**config.mk**
```make
export PLATFORM = sky130hd
export DESIGN_NAME = score_counter_bcd
export DESIGN_NICKNAME = d
export VERILOG_FILES = /design/src/rtl/score_counter_bcd.sv
export SDC_FILE = /design/constraint.sdc
export NUM_CORES = 1
export LEC_CHECK = 0
export CELL_PAD_IN_SITES_DETAIL_PLACEMENT = 1
export CELL_PAD_IN_SITES_GLOBAL_PLACEMENT = 2
export CORE_ASPECT_RATIO = 0.8
export CORE_MARGIN = 2
export CORE_UTILIZATION = 36
export CTS_BUF_LIST = sky130_fd_sc_hd__clkbuf_8 sky130_fd_sc_hd__clkbuf_16
export DETAILED_ROUTE_END_ITERATION = 12
export PLACE_DENSITY_LB_ADDON = 0.1
export SETUP_SLACK_MARGIN = 0.1
export SKIP_LAST_GASP = 1
export SLEW_MARGIN = 5
export SYNTH_ARGS = -nofsm -noshare
export SYNTH_HDL_FRONTEND = slang
export SYNTH_SLANG_ARGS = --single-unit
```
**constraint.sdc**
```tcl
create_clock -name Clock -period 8.65 [get_ports Clock]
set_clock_uncertainty 0.1 [all_clocks]
set_input_delay 0.865 -clock Clock [delete_from_list [all_inputs] [get_ports Clock]]
set_output_delay 0.865 -clock Clock [all_outputs]
set_load 0.1 [all_outputs]
```
**src/rtl/score_counter_bcd.sv**
```systemverilog
// Multi-digit BCD score counter: serial digit-per-cycle add/subtract, saturate or wrap, active-low 7-seg drive.
// Optional build macro LEADING_ZERO_BLANK_EN blanks leading zero digits on leds.
module score_counter_bcd #(
  parameter int DIGITS = 2,
  parameter int WRAP   = 0
) (
  input  logic                  Clock,
  input  logic                  Reset,
  input  logic                  clear,
  input  logic                  incValid,
  output logic                  incReady,
  input  logic                  incNeg,
  input  logic [4*DIGITS-1:0]   incAmount,
  output logic [4*DIGITS-1:0]   score,
  output logic [7*DIGITS-1:0]   leds,
  output logic                  overflow,
  output logic                  underflow
);

  localparam int SW    = 4 * DIGITS;
  localparam int IDX_W = (DIGITS > 1) ? $clog2(DIGITS) : 1;
  localparam logic [IDX_W-1:0] LAST_IDX = IDX_W'(DIGITS - 1);

  typedef enum logic [1:0] {
    IDLE = 2'd0,
    CALC = 2'd1,
    DONE = 2'd2
  } stateT;

  stateT            state;
  stateT            stateNext;
  logic [SW-1:0]    scoreReg;
  logic [SW-1:0]    workReg;
  logic [SW-1:0]    amtReg;
  logic             negReg;
  logic             carry;
  logic [IDX_W-1:0] digitIdx;
  logic             overflowReg;
  logic             underflowReg;

  logic [SW-1:0]    amtClamped;
  logic [3:0]       curScore;
  logic [3:0]       curAmt;
  logic [3:0]       calcDigit;
  logic             calcCarry;
  logic [SW-1:0]    commitValue;

  function automatic logic [3:0] clampDigit(input logic [3:0] d);
    return (d > 4'd9) ? 4'd9 : d;
  endfunction

  // Returns {carryOut, digit}.
  function automatic logic [4:0] addDigit(input logic [3:0] a, input logic [3:0] b,
                                          input logic c);
    logic [4:0] sum;
    sum = {1'b0, a} + {1'b0, b} + {4'b0000, c};
    if (sum > 5'd9) return {1'b1, 4'(sum - 5'd10)};
    return {1'b0, sum[3:0]};
  endfunction

  // Returns {borrowOut, digit}.
  function automatic logic [4:0] subDigit(input logic [3:0] a, input logic [3:0] b,
                                          input logic c);
    logic signed [5:0] diff;
    diff = $signed({2'b00, a}) - $signed({2'b00, b}) - $signed({5'b00000, c});
    if (diff < 0) begin
      diff = diff + 6'sd10;
      return {1'b1, diff[3:0]};
    end
    return {1'b0, diff[3:0]};
  endfunction

  // Segment order a..g from MSB to LSB, low = lit.
  function automatic logic [6:0] segDecode(input logic [3:0] d);
    case (d)
      4'd0:    return 7'b0000001;
      4'd1:    return 7'b1001111;
      4'd2:    return 7'b0010010;
      4'd3:    return 7'b0000110;
      4'd4:    return 7'b1001100;
      4'd5:    return 7'b0100100;
      4'd6:    return 7'b0100000;
      4'd7:    return 7'b0001111;
      4'd8:    return 7'b0000000;
      4'd9:    return 7'b0000100;
      default: return 7'b1111111;
    endcase
  endfunction

  always_comb begin
    amtClamped = '0;
    for (int i = 0; i < DIGITS; i++) begin
      amtClamped[4*i +: 4] = clampDigit(incAmount[4*i +: 4]);
    end
  end

  always_comb begin
    curScore = scoreReg[4*digitIdx +: 4];
    curAmt   = amtReg[4*digitIdx +: 4];
    if (negReg) {calcCarry, calcDigit} = subDigit(curScore, curAmt, carry);
    else        {calcCarry, calcDigit} = addDigit(curScore, curAmt, carry);
  end

  // A final carry/borrow in saturating mode pins the score to the matching rail.
  always_comb begin
    commitValue = workReg;
    if (carry && (WRAP == 0)) begin
      commitValue = negReg ? '0 : {DIGITS{4'h9}};
    end
  end

  always_comb begin
    stateNext = state;
    case (state)
      IDLE:    if (incValid) stateNext = CALC;
      CALC:    if (digitIdx == LAST_IDX) stateNext = DONE;
      DONE:    stateNext = IDLE;
      default: stateNext = IDLE;
    endcase
  end

  always_ff @(posedge Clock) begin
    if (!Reset) begin
      state        <= IDLE;
      scoreReg     <= '0;
      workReg      <= '0;
      amtReg       <= '0;
      negReg       <= 1'b0;
      carry        <= 1'b0;
      digitIdx     <= '0;
      overflowReg  <= 1'b0;
      underflowReg <= 1'b0;
    end else if (clear) begin
      state        <= IDLE;
      scoreReg     <= '0;
      carry        <= 1'b0;
      digitIdx     <= '0;
      overflowReg  <= 1'b0;
      underflowReg <= 1'b0;
    end else begin
      state        <= stateNext;
      overflowReg  <= 1'b0;
      underflowReg <= 1'b0;
      case (state)
        IDLE: begin
          if (incValid) begin
            amtReg   <= amtClamped;
            negReg   <= incNeg;
            carry    <= 1'b0;
            digitIdx <= '0;
          end
        end
        CALC: begin
          workReg[4*digitIdx +: 4] <= calcDigit;
          carry                    <= calcCarry;
          digitIdx                 <= digitIdx + 1'b1;
        end
        DONE: begin
          scoreReg     <= commitValue;
          overflowReg  <= carry & ~negReg;
          underflowReg <= carry & negReg;
        end
        default: ;
      endcase
    end
  end

  assign incReady  = (state == IDLE);
  assign score     = scoreReg;
  assign overflow  = overflowReg;
  assign underflow = underflowReg;

`ifdef LEADING_ZERO_BLANK_EN
  // Scan from the top digit down; stay blank until the first nonzero digit, digit 0 always shown.
  always_comb begin
    logic leading;
    leading = 1'b1;
    leds    = '0;
    for (int i = DIGITS - 1; i >= 0; i--) begin
      if (scoreReg[4*i +: 4] != 4'd0) leading = 1'b0;
      if (leading && (i != 0)) leds[7*i +: 7] = 7'b1111111;
      else                     leds[7*i +: 7] = segDecode(scoreReg[4*i +: 4]);
    end
  end
`else
  always_comb begin
    leds = '0;
    for (int i = 0; i < DIGITS; i++) begin
      leds[7*i +: 7] = segDecode(scoreReg[4*i +: 4]);
    end
  end
`endif

endmodule

```
==> metrics <==
clk slew on worst S/H paths=100 ps; top layer reached by signal wires=met4; Worst VDD drop=0.0557 mV; Syn Area/Cell=9.03 um2; CP Max Fanout=15; final worst-path cycle share=between 40% and 50%; Synth async-reset ratio=0%; register area share after synthesis=33.9%; final worst path period need=3760 ps; Reg2Reg Setup Slack=4890 ps; Setup Total Neg Slack=0 ps; worst path required time=between 8000 and 9000 ps; CTS Buffer Depth=2; layout cells sized above 1=10.4%; DR WL met2=2790 um; CTS tree=built; final core occ=45.1%; crit-path cells=mux2_2, fa_1, fa_1, xnor2_1, inv_1, ha_1, inv_1, o22ai_2, o21ai_2, mux2_4, o32ai_2; Final ANT Viol Nets=0; main flop type after synthesis=dfxtp_1; outcome=completed; Buf+Inv Stages, Crit Path=2; Crit path arrival time=3880 ps; Detailed Routing Iterations Pass 1=4; routed vias/inst=5.00; via count=approximately 2100; vias in the first global route=1974; Synth cell types=54; postcts setup bufs=0; routed wl met3=between 200 and 250 um; Synthesized Nets=333; WL final=6270 um; width of the die=about 100 um; die footprint=8080 um2; final-report hold violation count=0; GPL Wtd Cong=0.805; Ant. Diodes=0; max_slew headroom=between 10% and 20%; Post-synth EDFFs=0; Buffers on Ports=37; Die H=80.8 um; IO Count=38; cells after synthesis=around 290; Slew @ Worst Pin=around 1200 ps; Final Power=399 uW; Fill cells=824; Syn-to-layout area delta=19.5%; row count=27; pin count of the biggest net entering global routing=22; Final Non-Filler Cells=415; Overflow after GRT=0; crit start category=register; final setup fails=0; routed len/inst=15.1 um; synth warn=0; crit path kind=reg -> reg; GR Util All Layers=16.6%; Clock Sinks=45; Starting Density=37.8%; initial DRC count=64; initial antenna violation count=0; total CTS buffers=5; Hold Path Class=reg -> reg; CP delay by family, top=adder cells; Root Driver=clkbuf_8; Final #Nets=366; Post-CTS Hold Fix Bufs=0; Skew-Pair Late Insertion Delay=300 ps; critical path capture point type=register; #FFs+latches synth=45; Pins Over Slew Limit=0; placed cells=approximately 400; max-cap violations=0; Leakage=between 1 and 1.5 nW; highest clock rate=266 MHz; H-tree level count=2; CP max-delay cell=dfxtp_1; crit-path max cell delay=720 ps; first-pass GRT wire length=10400 um; DRT met1 WL=3210 um; DRC=0; Post-CTS Resized=0; dpl hpwl=4980 um; core area=approximately 7000 um2; RSZ-0062 raised after global routing=false; mapped cell area=2650 um2; PD cells=126 nW/um2
## flip-flops by register name, indices dropped and copies added (netlist names)
| name | count |
|---|---|
| underflow | 1 |
| workReg | 8 |
| digitIdx | 1 |
| carry | 1 |
| overflow | 1 |
| leds | 14 |
| score | 8 |
| negReg | 1 |
| amtReg | 8 |
| state | 2 |
## layout by cell type, fill, tap and decap left out, types with 4 or more instances in the layout
cell type and n:
nor2b_1 6, a21boi_0 7, clkbuf_8 6, mux2_2 5
nand3b_1 5, nand2_1 32, o211ai_1 4, inv_1 26
nor2_1 13, ha_1 23, mux2i_1 13, o21ai_0 16
clkdlybuf4s50_1 37, nand3_1 4, nand2b_1 11, a21oi_1 16
xnor2_1 5, dfxtp_1 45
## cells in the mapped netlist (2+ instances only)
cell	instances	share of area, %
mux2_4	2	1.1
a31oi_1	3	0.71
o31ai_2	3	1.4
nor4_1	2	0.47
nand2b_1	11	2.6
a21oi_1	16	3.0
ha_1	23	11
o21ai_1	2	0.38
inv_2	2	0.28
xnor2_1	5	1.7
nor2b_1	6	1.4
mux2i_1	13	4.9
o21ai_0	16	3.0
xor2_1	2	0.66
buf_2	2	0.38
fa_1	3	2.3
dfxtp_1	45	34
mux2_2	5	2.1
clkbuf_1	5	0.71
a21oi_4	2	1.2
nand2_1	32	4.5
a221oi_1	2	0.66
buf_4	2	0.57
nor3b_1	2	0.57
a21boi_0	7	2.0
o211ai_1	4	1.1
nand3_1	4	0.75
nand3b_1	5	1.4
nor2_1	13	1.8
o22ai_1	2	0.47
nor3_2	3	1.1
nor3_1	3	0.57
inv_1	26	3.7
## routing by layer
metal / global-route usage, % / up-vias
li1: - / 1061
met1: 24.1 / 973
met2: 25.8 / 37
met3: 2.84 / 5
met4: 3.70 / 0
met5: 0 / -
## through the flow
stage | worst slack [ps] | cell area, um2 | hold WS [ps]
5_1_grt | 4660 | 3170 | 393
2_1_floorplan | 5070 | 2650 | 340
3_5_place_dp | 4890 | 3070 | 363
4_1_cts | 4880 | 3170 | 375
6_report | 4890 | 3170 | 371
3_3_place_gp | 5030 | 3070 | 359
## worst register-to-register path, stage by stage, from the launching register on
cell	delay (ps)
dfxtp_1	720
mux2_2	440
fa_1	400
fa_1	420
xnor2_1	310
inv_1	80
ha_1	220
inv_1	90
o22ai_2	110
o21ai_2	210
mux2_4	330
o32ai_2	250
## final timing paths
kind,from,to,cells past startpoint
setup / recovery,digitIdx,workReg[2],11
hold / removal,amtReg[2],amtReg[2],2
setup reg to reg,digitIdx,workReg[2],11
hold reg to reg,amtReg[2],amtReg[2],2
## layout make-up
cell class	instances	area, um2	share of cell area, %
Multi-Input combinational cell	210	1590	50.1
Inverter	28	105	3.31
Tap cell	87	109	3.43
Clock inverter	2	13.8	0.434
Clock buffer	6	82.6	2.60
Timing Repair Buffer	37	370	11.7
Sequential cell	45	901	28.4
## power breakdown
group          leakage (nW)  switching (mW)  internal, mW
sequential            0.364         0.00287         0.210
clock                0.0512          0.0745        0.0649
combinational         0.955          0.0263        0.0206
## kinds of logic (layout without fill, tap and decap cells)
family / after synthesis / count (layout) / share of synthesized area, %
AND/OR/NAND/NOR: 88 / 88 / 17.9
AO/OA/AOI/OAI: 68 / 68 / 17.8
flip-flops: 45 / 45 / 33.9
buffers and inverters: 39 / 73 / 6.18
adder cells (fa/ha/maj): 26 / 26 / 13.1
multiplexers: 20 / 20 / 8.16
XOR/XNOR: 8 / 8 / 2.92
No activity file was read; power rests on OpenSTA's default activity.
